[src/rtl/i2c_pkg.sv]
// Shared types for the I2C transaction scheduler: command/response records,
// default field widths and the scheduler state encoding.
package i2c_pkg;

  localparam int unsigned I2C_DEV_ADDR_W = 7;
  localparam int unsigned I2C_REG_ADDR_W = 8;
  localparam int unsigned I2C_DATA_W     = 8;

  typedef struct packed {
    logic                      read;
    logic [I2C_DEV_ADDR_W-1:0] dev_addr;
    logic [I2C_REG_ADDR_W-1:0] reg_addr;
    logic [I2C_DATA_W-1:0]     wr_data;
  } i2c_cmd_t;

  typedef struct packed {
    logic [I2C_DATA_W-1:0] data;
    logic                  read;
    logic                  timeout;
  } i2c_rsp_t;

  typedef enum logic [2:0] {
    ST_IDLE,
    ST_ISSUE,
    ST_WAIT_BUSY,
    ST_WAIT_DONE,
    ST_RESP,
    ST_DRAIN
  } sched_state_e;

endpackage

[src/rtl/sync_fifo.sv]
// Single-clock FIFO with wrap-bit pointers; the head entry is always visible
// on rdata_o while the FIFO is non-empty.
module sync_fifo
  import i2c_pkg::*;
#(
  parameter type data_t = i2c_cmd_t,
  parameter int  DEPTH  = 4
) (
  input  logic                   clk_i,
  input  logic                   rst_ni,
  input  logic                   push_i,
  input  data_t                  wdata_i,
  input  logic                   pop_i,
  output data_t                  rdata_o,
  output logic                   full_o,
  output logic                   empty_o,
  output logic [$clog2(DEPTH):0] count_o
);

  localparam int AW = $clog2(DEPTH);

  logic [AW:0] wr_ptr_q;
  logic [AW:0] rd_ptr_q;
  logic        do_push;
  logic        do_pop;
  data_t       mem_q [DEPTH];

  assign do_push = push_i & ~full_o;
  assign do_pop  = pop_i & ~empty_o;

  // NOTE: storage has no reset; an entry is only read after it was written,
  // so clearing it would only add reset fan-out.
  always_ff @(posedge clk_i) begin
    if (do_push) mem_q[wr_ptr_q[AW-1:0]] <= wdata_i;
  end

  // NOTE: sequential state uses non-blocking assignments so every register
  // samples pre-edge values regardless of process order.
  always_ff @(posedge clk_i or negedge rst_ni) begin
    if (!rst_ni) begin
      wr_ptr_q <= '0;
      rd_ptr_q <= '0;
    end else begin
      if (do_push) wr_ptr_q <= wr_ptr_q + 1'b1;
      if (do_pop)  rd_ptr_q <= rd_ptr_q + 1'b1;
    end
  end

  assign rdata_o = mem_q[rd_ptr_q[AW-1:0]];
  assign empty_o = (wr_ptr_q == rd_ptr_q);
  assign full_o  = (wr_ptr_q[AW] != rd_ptr_q[AW]) &&
                   (wr_ptr_q[AW-1:0] == rd_ptr_q[AW-1:0]);
  assign count_o = wr_ptr_q - rd_ptr_q;

endmodule

[src/rtl/i2c_txn_scheduler.sv]
// Queues I2C register commands and issues them one at a time to
// basic_i2c_master, returning one response (with timeout flag) per command.
module i2c_txn_scheduler
  import i2c_pkg::*;
#(
  parameter int DEV_ADDR_WIDTH     = I2C_DEV_ADDR_W,
  parameter int DEV_REG_ADDR_WIDTH = I2C_REG_ADDR_W,
  parameter int DATA_WIDTH         = I2C_DATA_W,
  parameter int DEPTH              = 4,
  parameter int TIMEOUT_CYCLES     = 65535
) (
  input  logic                          clk_i,
  input  logic                          rst_ni,
  input  logic                          cmd_valid_i,
  output logic                          cmd_ready_o,
  input  logic                          cmd_read_i,
  input  logic [DEV_ADDR_WIDTH-1:0]     cmd_dev_addr_i,
  input  logic [DEV_REG_ADDR_WIDTH-1:0] cmd_reg_addr_i,
  input  logic [DATA_WIDTH-1:0]         cmd_wr_data_i,
  output logic                          rsp_valid_o,
  input  logic                          rsp_ready_i,
  output logic [DATA_WIDTH-1:0]         rsp_data_o,
  output logic                          rsp_read_o,
  output logic                          rsp_timeout_o,
  output logic [$clog2(DEPTH):0]        pending_o,
  output logic                          m_start_trans_o,
  output logic                          m_read_o,
  output logic [DEV_ADDR_WIDTH-1:0]     m_dev_addr_o,
  output logic [DEV_REG_ADDR_WIDTH-1:0] m_dev_reg_addr_o,
  output logic [DATA_WIDTH-1:0]         m_wr_data_o,
  input  logic [DATA_WIDTH-1:0]         m_read_data_i,
  input  logic                          m_busy_i
);

  localparam int CNT_W = $clog2(TIMEOUT_CYCLES) + 1;

  sched_state_e     state_q, state_d;
  i2c_cmd_t         cmd_in;
  i2c_cmd_t         fifo_head;
  i2c_cmd_t         m_q;
  i2c_rsp_t         rsp_q, rsp_d;
  logic [CNT_W-1:0] cnt_q, cnt_d, cnt_inc;
  logic             cnt_hit;
  logic             fifo_full;
  logic             fifo_empty;
  logic             fifo_pop;

  assign cmd_in = '{
    read:     cmd_read_i,
    dev_addr: cmd_dev_addr_i,
    reg_addr: cmd_reg_addr_i,
    wr_data:  cmd_wr_data_i
  };

  sync_fifo #(
    .data_t (i2c_cmd_t),
    .DEPTH  (DEPTH)
  ) u_cmd_fifo (
    .clk_i   (clk_i),
    .rst_ni  (rst_ni),
    .push_i  (cmd_valid_i),
    .wdata_i (cmd_in),
    .pop_i   (fifo_pop),
    .rdata_o (fifo_head),
    .full_o  (fifo_full),
    .empty_o (fifo_empty),
    .count_o (pending_o)
  );

  // The only pop point is the IDLE->ISSUE load of the holding registers.
  assign fifo_pop = (state_q == ST_IDLE) && !fifo_empty;

  // The counter value after this cycle's increment decides the timeout, so
  // ISSUE plus the wait cycles add up to exactly TIMEOUT_CYCLES.
  assign cnt_inc = cnt_q + CNT_W'(1);
  assign cnt_hit = (cnt_inc == CNT_W'(TIMEOUT_CYCLES - 1));

  // NOTE: every variable driven here gets a default first, so no path can
  // leave one unassigned and infer a latch.
  always_comb begin
    state_d = state_q;
    cnt_d   = cnt_q;
    rsp_d   = rsp_q;
    unique case (state_q)
      ST_IDLE: begin
        if (!fifo_empty) state_d = ST_ISSUE;
      end
      ST_ISSUE: begin
        cnt_d   = '0;
        state_d = ST_WAIT_BUSY;
      end
      ST_WAIT_BUSY: begin
        cnt_d = cnt_inc;
        if (cnt_hit) begin
          rsp_d   = '{data: '0, read: m_q.read, timeout: 1'b1};
          state_d = ST_RESP;
        end else if (m_busy_i) begin
          state_d = ST_WAIT_DONE;
        end
      end
      ST_WAIT_DONE: begin
        cnt_d = cnt_inc;
        if (!m_busy_i) begin
          rsp_d   = '{data: (m_q.read ? m_read_data_i : '0), read: m_q.read, timeout: 1'b0};
          state_d = ST_RESP;
        end else if (cnt_hit) begin
          rsp_d   = '{data: '0, read: m_q.read, timeout: 1'b1};
          state_d = ST_RESP;
        end
      end
      ST_RESP: begin
        // A timed-out master may still be mid-transfer; let it finish first.
        if (rsp_ready_i) state_d = (rsp_q.timeout && m_busy_i) ? ST_DRAIN : ST_IDLE;
      end
      ST_DRAIN: begin
        if (!m_busy_i) state_d = ST_IDLE;
      end
      default: state_d = ST_IDLE;
    endcase
  end

  always_ff @(posedge clk_i or negedge rst_ni) begin
    if (!rst_ni) begin
      state_q <= ST_IDLE;
      cnt_q   <= '0;
      rsp_q   <= '0;
      m_q     <= '0;
    end else begin
      state_q <= state_d;
      cnt_q   <= cnt_d;
      rsp_q   <= rsp_d;
      if (fifo_pop) m_q <= fifo_head;
    end
  end

  assign cmd_ready_o      = !fifo_full;
  assign rsp_valid_o      = (state_q == ST_RESP);
  assign rsp_data_o       = rsp_q.data;
  assign rsp_read_o       = rsp_q.read;
  assign rsp_timeout_o    = rsp_q.timeout;
  assign m_start_trans_o  = (state_q == ST_ISSUE);
  assign m_read_o         = m_q.read;
  assign m_dev_addr_o     = m_q.dev_addr;
  assign m_dev_reg_addr_o = m_q.reg_addr;
  assign m_wr_data_o      = m_q.wr_data;

endmodule
[config.mk]
export PLATFORM = sky130hd
export DESIGN_NAME = i2c_txn_scheduler
export DESIGN_NICKNAME = d
export VERILOG_FILES = /design/src/rtl/i2c_pkg.sv /design/src/rtl/sync_fifo.sv /design/src/rtl/i2c_txn_scheduler.sv
export SDC_FILE = /design/constraint.sdc
export NUM_CORES = 1
export LEC_CHECK = 0
export CORE_MARGIN = 3
export CORE_UTILIZATION = 45
export CTS_CLUSTER_SIZE = 10
export DETAILED_ROUTE_END_ITERATION = 8
export PLACE_DENSITY = 0.66
export SLEW_MARGIN = 20
export SYNTH_ARGS = -nofsm -noshare
export SYNTH_HDL_FRONTEND = slang
export SYNTH_SLANG_ARGS = --single-unit
[constraint.sdc]
create_clock -name clk_i -period 5.5 [get_ports clk_i]
set_input_delay 0.55 -clock clk_i [delete_from_list [all_inputs] [get_ports clk_i]]
set_output_delay 0.55 -clock clk_i [all_outputs]
set_load 0.02 [all_outputs]
==> results.cfg <==
[critical_path]
crit_family = flip-flops
cp.arrival_ps = 2750
cp.depth = 4
r2r_end = u_cmd_fifo.rd_ptr_q[2]
r2r_cells = 9
regToRegSetupSlack_ps = 2700
path_max_fanout = 27
reg2reg_from = u_cmd_fifo.rd_ptr_q[1]
start_kind = flop
crit_slowest_cell = dfrtp_2
critPathRequiredTime_ps = 4950
crit_path_cell_trace = ha_1 > fa_1 > inv_1 > clkdlybuf4s50_1
setup.worst_path.start = u_cmd_fifo.rd_ptr_q[0]
worst_setup_path_end_kind = primary output
crit_type = reg -> out
crit_path_end = pending_o[1]
cp_num_buf_inv = 2
max_stage_delay_ps = 960

[timing]
setup_viol = 0
setup_tns_ps = 0
fin_skew_ps = 7.89
whs_ps = 311
final-hold-violation-count = 0
worstMarginPinSlew_ps = 903
max_slew_margin_pct = 39.8
rsz0062_at_grt = false
maxSlewViolCount = 0
fmax_mhz = 303
period_needed_ps = 3300
finalCritPeriodShare_pct = 60.1

[floorplan]
die_h_um = 126
die_w_um = 126
num_rows = 43
initial_core_util_pct = 46.5
core_area_um2 = 14000
pin_count = 77
die-area_um2 = 16000

[run_status]
outcome = complete, no violations

[yosys]
synthCells = 426
synth_top_family_by_area = multiplexers
synthMuxAreaShare_pct = 12.3
avgSynthCellArea_um2 = 15.3
synth-seq-cells = 156
syn-num-nets = 473
seq_area_frac_synth_pct = 67.2
ys_warn_count = 0
yosysUniqueCellTypes = 50
async_reset_ff_share_pct = 38.5
synth-edff-count = 96
synth_xor_area_share_pct = 1.21
synth-simple-area-share_pct = 9.30
yosys.area_share.adder_pct = 2.03
synthFlopType = edfxtp_1
netlist_area_um2 = 6520
synth-compound-area-share_pct = 5.60

[grt]
grt_first_pass_wirelength_um = 20500
grt_usage_pct = 16.6
antenna_found_initial = 0
grt-ovfl-total = 0
grt_pass1_vias = 3945
grt_max_degree = 61

[power_and_ir_drop]
swShare_pct = 31.6
p_per_area_nw_per_um2 = 593
vdd_drop_max_v = 0.000285
power_frac_clock_pct = 27.8
switchingPower_w = 0.00152
p_leak_nw = 3.03
seqPwrFrac_pct = 38.1
comb_power_share_pct = 34.1
power_w = 0.00481
intPower_w = 0.00329

[drt]
dr_total_vias = 3820
drtPass1Iterations = 4
drt_iter0_markers = 268
viasPerCell = 5.48
postRouteAntennaNets = 0
wl_per_cell_um = 18.2
drc = 0
totalWireLength_um = 12700

[clock_tree]
clkSlewWorstSetupHoldPaths_ps = 60
htreeDepth = 4
ctsHoldBuffers = 0
clk_latency_ps = 430
cts_max_path_buffers = 2
cts-buffers-inserted = 17
post_cts_buffers = 0
clock-sinks = 156
cts_tree = done
cts-resized-gates = 0
cts-root-buf = clkbuf_16

[cells_and_area]
finalNetCount = 551
final_area_um2 = 8120
drive_gt1_share_pct = 19.0
fill_cells = 1080
multi_input_area_um2 = 1980
regArea_um2 = 4390
insertedDiodeCount = 0
area_growth_pct = 24.5

[placed_design]
place_congestion = 0.761
hpwl_um = 8000
io_buffers = 76
postPlaceCellArea_um2 = 7440

[flow_run]
maxCapViolCount = 0

[min_path]
hold_path.class = in -> async
synth_stat cells, types with 2 or more instances:
library cell / number / area (um2)
a21oi_1: 5 / 25.0
a22o_1: 2 / 17.5
a31oi_1: 6 / 37.5
and2_1: 4 / 25.0
and3_1: 7 / 43.8
buf_2: 6 / 30.0
buf_6: 2 / 22.5
clkbuf_1: 13 / 48.8
clkbuf_2: 2 / 10.0
dfrtp_1: 60 / 1500
edfxtp_1: 96 / 2880
ha_1: 9 / 113
inv_1: 8 / 30.0
mux2_2: 23 / 259
mux4_2: 24 / 541
nand2_1: 43 / 161
nand2b_1: 3 / 18.8
nand3_1: 10 / 50.1
nand3b_1: 2 / 15.0
nand4_1: 11 / 68.8
nor2_1: 11 / 41.3
nor2b_1: 3 / 18.8
nor3_1: 2 / 10.0
nor4_4: 2 / 42.5
o21ai_0: 29 / 145
o22ai_1: 9 / 56.3
o31ai_1: 4 / 30.0
xnor2_1: 7 / 61.3
xor2_1: 2 / 17.5
kinds of logic (layout without fill, tap and decap cells):
logic type / count (synthesis) / after routing
muxes: 47 / 47
AOI/OAI and AO/OA: 61 / 61
buffers and inverters: 33 / 124
adders and majority gates: 10 / 10
DFF: 156 / 156
and+or+nand+nor: 110 / 110
xor gates and xnor gates: 9 / 9
metal layers:
metal	GRT usage, %	share of wire, %
met1	21.4	43
met2	27.0	51
met3	4.42	4.5
met4	6.81	1.4
met5	0	0
worst min-delay path by stage:
stage,start,to,cells after the start
after global routing,rst_ni,cnt_q[10],2
after CTS,rst_ni,cnt_q[6],2
after global placement,u_cmd_fifo.wr_ptr_q[2],u_cmd_fifo.wr_ptr_q[2],1
after detailed placement,u_cmd_fifo.wr_ptr_q[2],u_cmd_fifo.wr_ptr_q[2],1
final,rst_ni,cnt_q[8],2
after floorplan,rst_ni,cnt_q[0],0
per-stage QoR:
| step | setup WS (ps) | utilization, % | std cells |
|---|---|---|---|
| global route | 1980 | 57.9 | 697 |
| floorplan | 2740 | - | 426 |
| finish | 2200 | 57.9 | 697 |
| CTS | 2100 | 57.9 | 697 |
| global placement | 2560 | 53.0 | 665 |
| detailed placement | 2550 | 53.0 | 665 |
power groups by stage:
| stage | registers [W] | logic (W) | clock network [W] |
|---|---|---|---|
| after floorplan | 0.00189 | 0.000990 | 0 |
| after global placement | 0.00185 | 0.00163 | 0 |
| after detailed placement | 0.00187 | 0.00165 | 0 |
| after CTS | 0.00185 | 0.00167 | 0.00137 |
| after global routing | 0.00189 | 0.00177 | 0.00141 |
| final | 0.00184 | 0.00164 | 0.00134 |
worst register-to-register path, cell delays in order, from the launching register on:
cell	delay [ps]
dfrtp_1	650
buf_4	370
inv_1	110
ha_1	340
and3_1	190
or4_1	400
buf_4	280
inv_1	150
nand2_1	80
xnor2_1	120
cell usage in the layout (no fill, tap or decap), types with 2 or more instances in the layout:
master	n
a21oi_1	5
a22o_1	2
a31oi_1	6
and2_1	4
and3_1	7
buf_4	8
bufinv_16	6
clkbuf_16	17
clkbuf_8	2
clkdlybuf4s50_1	75
dfrtp_1	59
edfxtp_1	96
ha_1	9
inv_1	8
inv_6	5
mux2_2	23
mux4_2	24
nand2_1	43
nand2b_1	3
nand3_1	10
nand3b_1	2
nand4_1	11
nor2_1	11
nor2b_1	3
nor3_1	2
nor4_4	2
o21ai_0	29
o22ai_1	9
o31ai_1	4
xnor2_1	7
xor2_1	2
registers in the layout, summed over array words and instances, names as in the netlist, 3 cells and up:
name and flops:
cnt_q 17, u_cmd_fifo.rd_ptr_q 3, m_wr_data_o 8, m_dev_reg_addr_o 8, state_q 3, rsp_data_o 8
m_dev_addr_o 7, u_cmd_fifo.wr_ptr_q 3, u_cmd_fifo.mem_q 96
cell type report:
class	instances	area share, %
clock inverters	12	2.80
multi-input cells	237	24.4
repair buffers	84	10.0
well taps	180	2.77
flip-flops and latches	156	54.0
inverters	8	0.370
clock buffers	20	5.62
Note: power is estimated with default switching activity, not from simulation.
